[src/rtl/fetch_pkg.sv]
// rtl/fetch_pkg.sv - shared constants and buffer-entry layout for the fetch unit
package fetch_pkg;

    localparam int XLEN        = 32;
    localparam int INSTR_BYTES = 4;

    localparam logic [XLEN-1:0] DEFAULT_RESET_PC = 32'd0;

    typedef struct packed {
        logic [XLEN-1:0] pc;
        logic [XLEN-1:0] inst;
    } fetch_entry_t;

endpackage

[src/rtl/fetch_fifo.sv]
// rtl/fetch_fifo.sv - prefetch buffer: registered pointers, flush, combinational head read
module fetch_fifo #(
    parameter  int WIDTH = 64,
    parameter  int DEPTH = 4,
    localparam int PW    = $clog2(DEPTH),
    localparam int CW    = $clog2(DEPTH + 1)
) (
    input  logic             clk_i,
    input  logic             rst_i,
    input  logic             flush_i,
    input  logic             push_i,
    input  logic [WIDTH-1:0] wdata_i,
    input  logic             pop_i,
    output logic [WIDTH-1:0] rdata_o,
    output logic [CW-1:0]    count_o
);

    logic [WIDTH-1:0] mem_q [DEPTH];
    logic [PW-1:0]    rd_ptr_q, rd_ptr_d;
    logic [PW-1:0]    wr_ptr_q, wr_ptr_d;
    logic [CW-1:0]    count_q, count_d;

    always_comb begin
        rd_ptr_d = rd_ptr_q;
        wr_ptr_d = wr_ptr_q;
        count_d  = count_q;
        if (flush_i) begin
            rd_ptr_d = '0;
            wr_ptr_d = '0;
            count_d  = '0;
        end else begin
            // DEPTH is a power of two, so pointers wrap by plain overflow
            if (push_i) wr_ptr_d = wr_ptr_q + PW'(1);
            if (pop_i)  rd_ptr_d = rd_ptr_q + PW'(1);
            count_d = count_q + CW'(push_i) - CW'(pop_i);
        end
    end

    always_ff @(posedge clk_i) begin
        if (!rst_i) begin
            rd_ptr_q <= '0;
            wr_ptr_q <= '0;
            count_q  <= '0;
        end else begin
            rd_ptr_q <= rd_ptr_d;
            wr_ptr_q <= wr_ptr_d;
            count_q  <= count_d;
        end
    end

    always_ff @(posedge clk_i) begin
        if (push_i && !flush_i) mem_q[wr_ptr_q] <= wdata_i;
    end

    assign rdata_o = mem_q[rd_ptr_q];
    assign count_o = count_q;

endmodule

[src/rtl/fetch_unit.sv]
// rtl/fetch_unit.sv - instruction fetch with one-cycle memory and prefetch buffer
module fetch_unit
    import fetch_pkg::*;
#(
    parameter int                   DATAWIDTH = 32,
    parameter logic [DATAWIDTH-1:0] RESET_PC  = DEFAULT_RESET_PC,
    parameter int                   DEPTH     = 4
) (
    input  logic                 clk_i,
    input  logic                 rst_i,
    output logic                 imem_req_o,
    output logic [DATAWIDTH-1:0] imem_addr_o,
    input  logic                 imem_ready_i,
    input  logic                 imem_rvalid_i,
    input  logic [DATAWIDTH-1:0] imem_rdata_i,
    input  logic                 redirect_i,
    input  logic [DATAWIDTH-1:0] redirect_pc_i,
    output logic                 inst_valid_o,
    output logic [DATAWIDTH-1:0] inst_o,
    output logic [DATAWIDTH-1:0] inst_pc_o,
    input  logic                 inst_ready_i
);

    localparam int CW = $clog2(DEPTH + 1);

    logic [DATAWIDTH-1:0]   pc_q, pc_d;
    logic [DATAWIDTH-1:0]   req_pc_q, req_pc_d;
    logic                   in_flight_q, in_flight_d;
    logic                   discard_q, discard_d;
    logic [CW-1:0]          count;
    logic [CW-1:0]          pending;
    logic [2*DATAWIDTH-1:0] head;
    logic                   accept, push, pop;

    fetch_fifo #(
        .WIDTH (2 * DATAWIDTH),
        .DEPTH (DEPTH)
    ) u_fifo (
        .clk_i   (clk_i),
        .rst_i   (rst_i),
        .flush_i (redirect_i),
        .push_i  (push),
        .wdata_i ({req_pc_q, imem_rdata_i}),
        .pop_i   (pop),
        .rdata_o (head),
        .count_o (count)
    );

    always_comb begin
        // an outstanding request reserves a slot so a response never lands in a full buffer
        pending      = count + CW'(in_flight_q);
        imem_req_o   = rst_i && !redirect_i && (pending < CW'(DEPTH));
        imem_addr_o  = pc_q;
        accept       = imem_req_o && imem_ready_i;
        inst_valid_o = rst_i && (count != '0);
        pop          = inst_valid_o && inst_ready_i;
        push         = imem_rvalid_i && in_flight_q && !discard_q && !redirect_i;
        inst_o       = inst_valid_o ? head[DATAWIDTH-1:0] : '0;
        inst_pc_o    = inst_valid_o ? head[2*DATAWIDTH-1:DATAWIDTH] : '0;

        pc_d        = pc_q;
        req_pc_d    = req_pc_q;
        in_flight_d = accept;
        if (redirect_i) begin
            pc_d = {redirect_pc_i[DATAWIDTH-1:2], 2'b00};
        end else if (accept) begin
            pc_d     = pc_q + DATAWIDTH'(INSTR_BYTES);
            req_pc_d = pc_q;
        end
        discard_d = redirect_i && in_flight_d;
    end

    always_ff @(posedge clk_i) begin
        if (!rst_i) begin
            pc_q        <= RESET_PC;
            req_pc_q    <= '0;
            in_flight_q <= 1'b0;
            discard_q   <= 1'b0;
        end else begin
            pc_q        <= pc_d;
            req_pc_q    <= req_pc_d;
            in_flight_q <= in_flight_d;
            discard_q   <= discard_d;
        end
    end

endmodule

[config.mk]
export PLATFORM = sky130hd
export DESIGN_NAME = fetch_unit
export DESIGN_NICKNAME = d
export VERILOG_FILES = /design/src/rtl/fetch_pkg.sv /design/src/rtl/fetch_fifo.sv /design/src/rtl/fetch_unit.sv
export SDC_FILE = /design/constraint.sdc
export NUM_CORES = 1
export LEC_CHECK = 0
export ABC_AREA = 1
export CAP_MARGIN = 25
export CORE_ASPECT_RATIO = 1.2
export CORE_MARGIN = 2
export CORE_UTILIZATION = 46
export CTS_CLUSTER_DIAMETER = 100
export DETAILED_ROUTE_END_ITERATION = 7
export PLACE_DENSITY = 0.68
export SETUP_SLACK_MARGIN = 0.1
export SLEW_MARGIN = 0
export SYNTH_ARGS = -nofsm -noshare
export SYNTH_HDL_FRONTEND = slang
export SYNTH_HIERARCHICAL = 1
export SYNTH_SLANG_ARGS = --single-unit
[constraint.sdc]
create_clock -name clk_i -period 6.4 [get_ports clk_i]
set_input_delay 1.92 -clock clk_i [delete_from_list [all_inputs] [get_ports clk_i]]
set_output_delay 1.92 -clock clk_i [all_outputs]
set_load 0.005 [all_outputs]
==> qor.yml <==
pwr:
  p_int_mw: 3.514
  peakVddDrop_uv: 179.4
  power_frac_seq: 0.533
  leakagePower_nw: 6.397
  p_sw_mw: 0.8716
  switching_share: 0.1987
  p_clk_frac: 0.430
  total_power_mw: 4.386
  p_per_area_mw_per_mm2: 256.5
  p_comb_frac: 0.037
route:
  wl_per_cell_um: 15.27
  via_per_inst: 5.019
  drc: 0
  antenna_left: 0
  dr.first_iter.drc_count: 524
  dr.pass1.iters: 4
  via_count: 9947
  routed_wl_mm: 30.27
final_layout:
  syn2layout_area_growth_pct: 22.49
  layoutNonFillerInstCount: 1982
  antennaDiodeCount: 0
  regArea_mm2: 0.009112
  finish.utilization: 0.5741
  final_nets: 1645
  multiInputGateArea_mm2: 0.004028
  drive_above_1_share: 0.06156
  nFillCells: 2588
sta:
  hold_violations: 0
  clock_skew_ns: 0.01798
  final.setup.tns_ns: 0
  worst_slew_pin_slew_ns: 0.9156
  setup_violations: 0
  period_share: 0.8986
  slew_headroom: 0.3896
  slew_violations: 0
  period_minus_slack_ns: 5.751
  fmax_mhz: 173.9
  rsz0062_at_grt: "no"
hold_path:
  hold_depth: 0
  hp-class: "flip-flop to flip-flop"
  min-delay-start: "req_pc_q[13]"
  hold_end: "u_fifo/mem_q[1][45]"
worst_setup_path:
  reg2reg_to: "u_fifo/count_o[2]"
  cpLargestDelayFamily: "buffers and inverters"
  crit_type: "input pin to primary output"
  worstPathArrival_ns: 3.83
  ff2ff_path_depth: 10
  path_cells: "clkdlybuf4s50_1 -> buf_4 -> inv_4 -> nor2_8 -> nand3_4 -> inv_1 -> clkdlybuf4s50_1"
  r2r_slack_ns: 3.65
  worstPathRequired_ns: 4.48
  worstPathMaxFanout: 37
  cpMostUsedCell: "clkdlybuf4s50_1"
  cp-end-kind: "primary output"
  startpoint_type: "input pin"
  slowest_stage: "clkdlybuf4s50_1"
  r2r_start: "u_fifo/count_o[0]"
  cpPeakStageDelay_ns: 0.52
  path_buf_inv: 5
logic_synthesis:
  synthCells: 1416
  yosysUniqueCellTypes: 34
  seq_area_frac_synth: 0.6525
  yosysTopAreaCellShare: 0.5507
  synth_top_area_cell: "edfxtp_1"
  synthTopCellsByArea: "edfxtp_1 55%, dfxtp_1 10%, nor2_1 8.3%, o21ai_1 4.9%, nand2_1 4.6%"
  ys_ff_latch: 327
  synth_area_per_cell_um2: 9.859
  yosys_warnings: 6
  syn_area_mm2: 0.01396
floorplanning:
  die_h_um: 194.8
  coreArea_mm2: 0.02978
  die_w_um: 163.0
  ios: 168
  dieArea_mm2: 0.03176
  rows: 69
  initial_core_util: 0.4687
clock_network:
  hold_buffers: 0
  clock-root-buffer: "clkbuf_16"
  cts_setup_buffers: 0
  cts_buffers: 31
  clock_latency_ns: 0.56
  clockBufferDepth: 3
  cts_resized: 0
  cts_max_level: 1
  clock_sinks: 327
  cts_tree: "done"
  clkTransAtPathRegs_ns: 0.07
global_routing:
  gr-total-overflow: 0
  grt_start_max_net_pins: 110
  grt_antenna_before_repair: 0
  grt_pass1_vias: 9678
  grt_use_total: 0.1922
  grt_pass1_wl_mm: 48.49
place:
  gp_congestion: 0.8125
  place_hpwl_mm: 18.86
  place_inst: 1923
  io_buffer_count: 163
run:
  drv_cap: 0
run_status:
  status: "finished clean"
## routing by layer
layer | global-route usage | vias to the layer above | share of wire
met3 | 0.02390 | 38 | 0.045
met1 | 0.2500 | 4645 | 0.44
met4 | 0.04720 | 0 | 0.019
met5 | 0 | - | 0
met2 | 0.3406 | 242 | 0.49
li1 | - | 5022 | -
## metrics by stage
| stage | area (µm²) | setup slack [ns] | hold WS (ns) |
|---|---|---|---|
| 2_1_floorplan | 14000 | 0.4239 | 0.4549 |
| 6_report | 17100 | 0.6488 | 0.4984 |
| 5_1_grt | 17100 | 0.5241 | 0.5209 |
| 4_1_cts | 17070 | 0.6086 | 0.5029 |
| 3_3_place_gp | 15980 | 0.6116 | 0.4734 |
| 3_5_place_dp | 16000 | 0.6154 | 0.4839 |
## cells by family after synthesis
group                      count (synthesis)  synth area share
AOI/OAI and AO/OA                        291            0.1050
xor gates and xnor gates                   1         0.0006275
adders and majority gates                  8          0.007708
buffers and inverters                    217           0.06480
DFF                                      327            0.6525
other                                      1         0.0002686
and+or+nand+nor                          571            0.1690
## sequential cells by signal, indices dropped and copies added (netlist names), named ones only
name             count
u_fifo/mem_q       256
imem_addr_o         30
req_pc_q            30
u_fifo/count_o       3
u_fifo/rd_ptr_q      2
u_fifo/wr_ptr_q      2
discard_q            1
in_flight_q          1
## cell type report
class,count,share of cell area
flip-flops and latches,327,0.5329
clock inverters,21,0.01412
multi-input cells,882,0.2355
well taps,390,0.02854
repair buffers,179,0.1080
inverters,146,0.03242
clock buffers,37,0.04844
## Yosys cell counts, drive strengths merged
| library cell | instances |
|---|---|
| nor3 | 4 |
| inv | 146 |
| o31ai | 1 |
| a21boi | 2 |
| fa | 1 |
| a211oi | 1 |
| edfxtp | 256 |
| and2 | 4 |
| nand3 | 63 |
| buf | 44 |
| clkbuf | 27 |
| xor2 | 1 |
| nor3b | 1 |
| nand4 | 2 |
| nand2 | 177 |
| ha | 7 |
| dfxtp | 71 |
| nor2 | 320 |
| conb | 1 |
| a21oi | 56 |
| o21ai | 231 |
## worst max path at each step
| stage | from | to | slack [ns] | cells after the start |
|---|---|---|---|---|
| 4_1_cts | rst_i | imem_req_o | 0.61 | 7 |
| 5_1_grt | rst_i | imem_req_o | 0.52 | 7 |
| 6_report | rst_i | imem_req_o | 0.65 | 7 |
| 3_5_place_dp | rst_i | imem_req_o | 0.62 | 7 |
| 3_3_place_gp | rst_i | imem_req_o | 0.61 | 7 |
| 2_1_floorplan | redirect_i | u_fifo/mem_q[0][0] | 0.42 | 5 |
## cells in the final DEF (no fill, tap or decap), drive strengths merged
cell and instances:
bufinv 5, a21boi 2, a21oi 56, nand2 177
clkdlybuf4s50 163, nand4 2, clkbuf 37, conb 11
ha 7, o31ai 1, xor2 1, dfxtp 71
nor3b 1, o21ai 231, fa 1, inv 146
nand3 63, and2 4, edfxtp 256, nor2 320
nor3 4, clkinvlp 3, clkinv 13, buf 16
a211oi 1
## power groups by stage
stage | registers (mW) | clock network, mW | logic, mW
global placement | 2.38 | 0 | 0.161
CTS | 2.34 | 1.93 | 0.165
floorplan | 2.38 | 0 | 0.0738
detailed placement | 2.38 | 0 | 0.164
finish | 2.34 | 1.88 | 0.163
global route | 2.34 | 2.01 | 0.183
No activity file was read; power rests on OpenSTA's default activity.
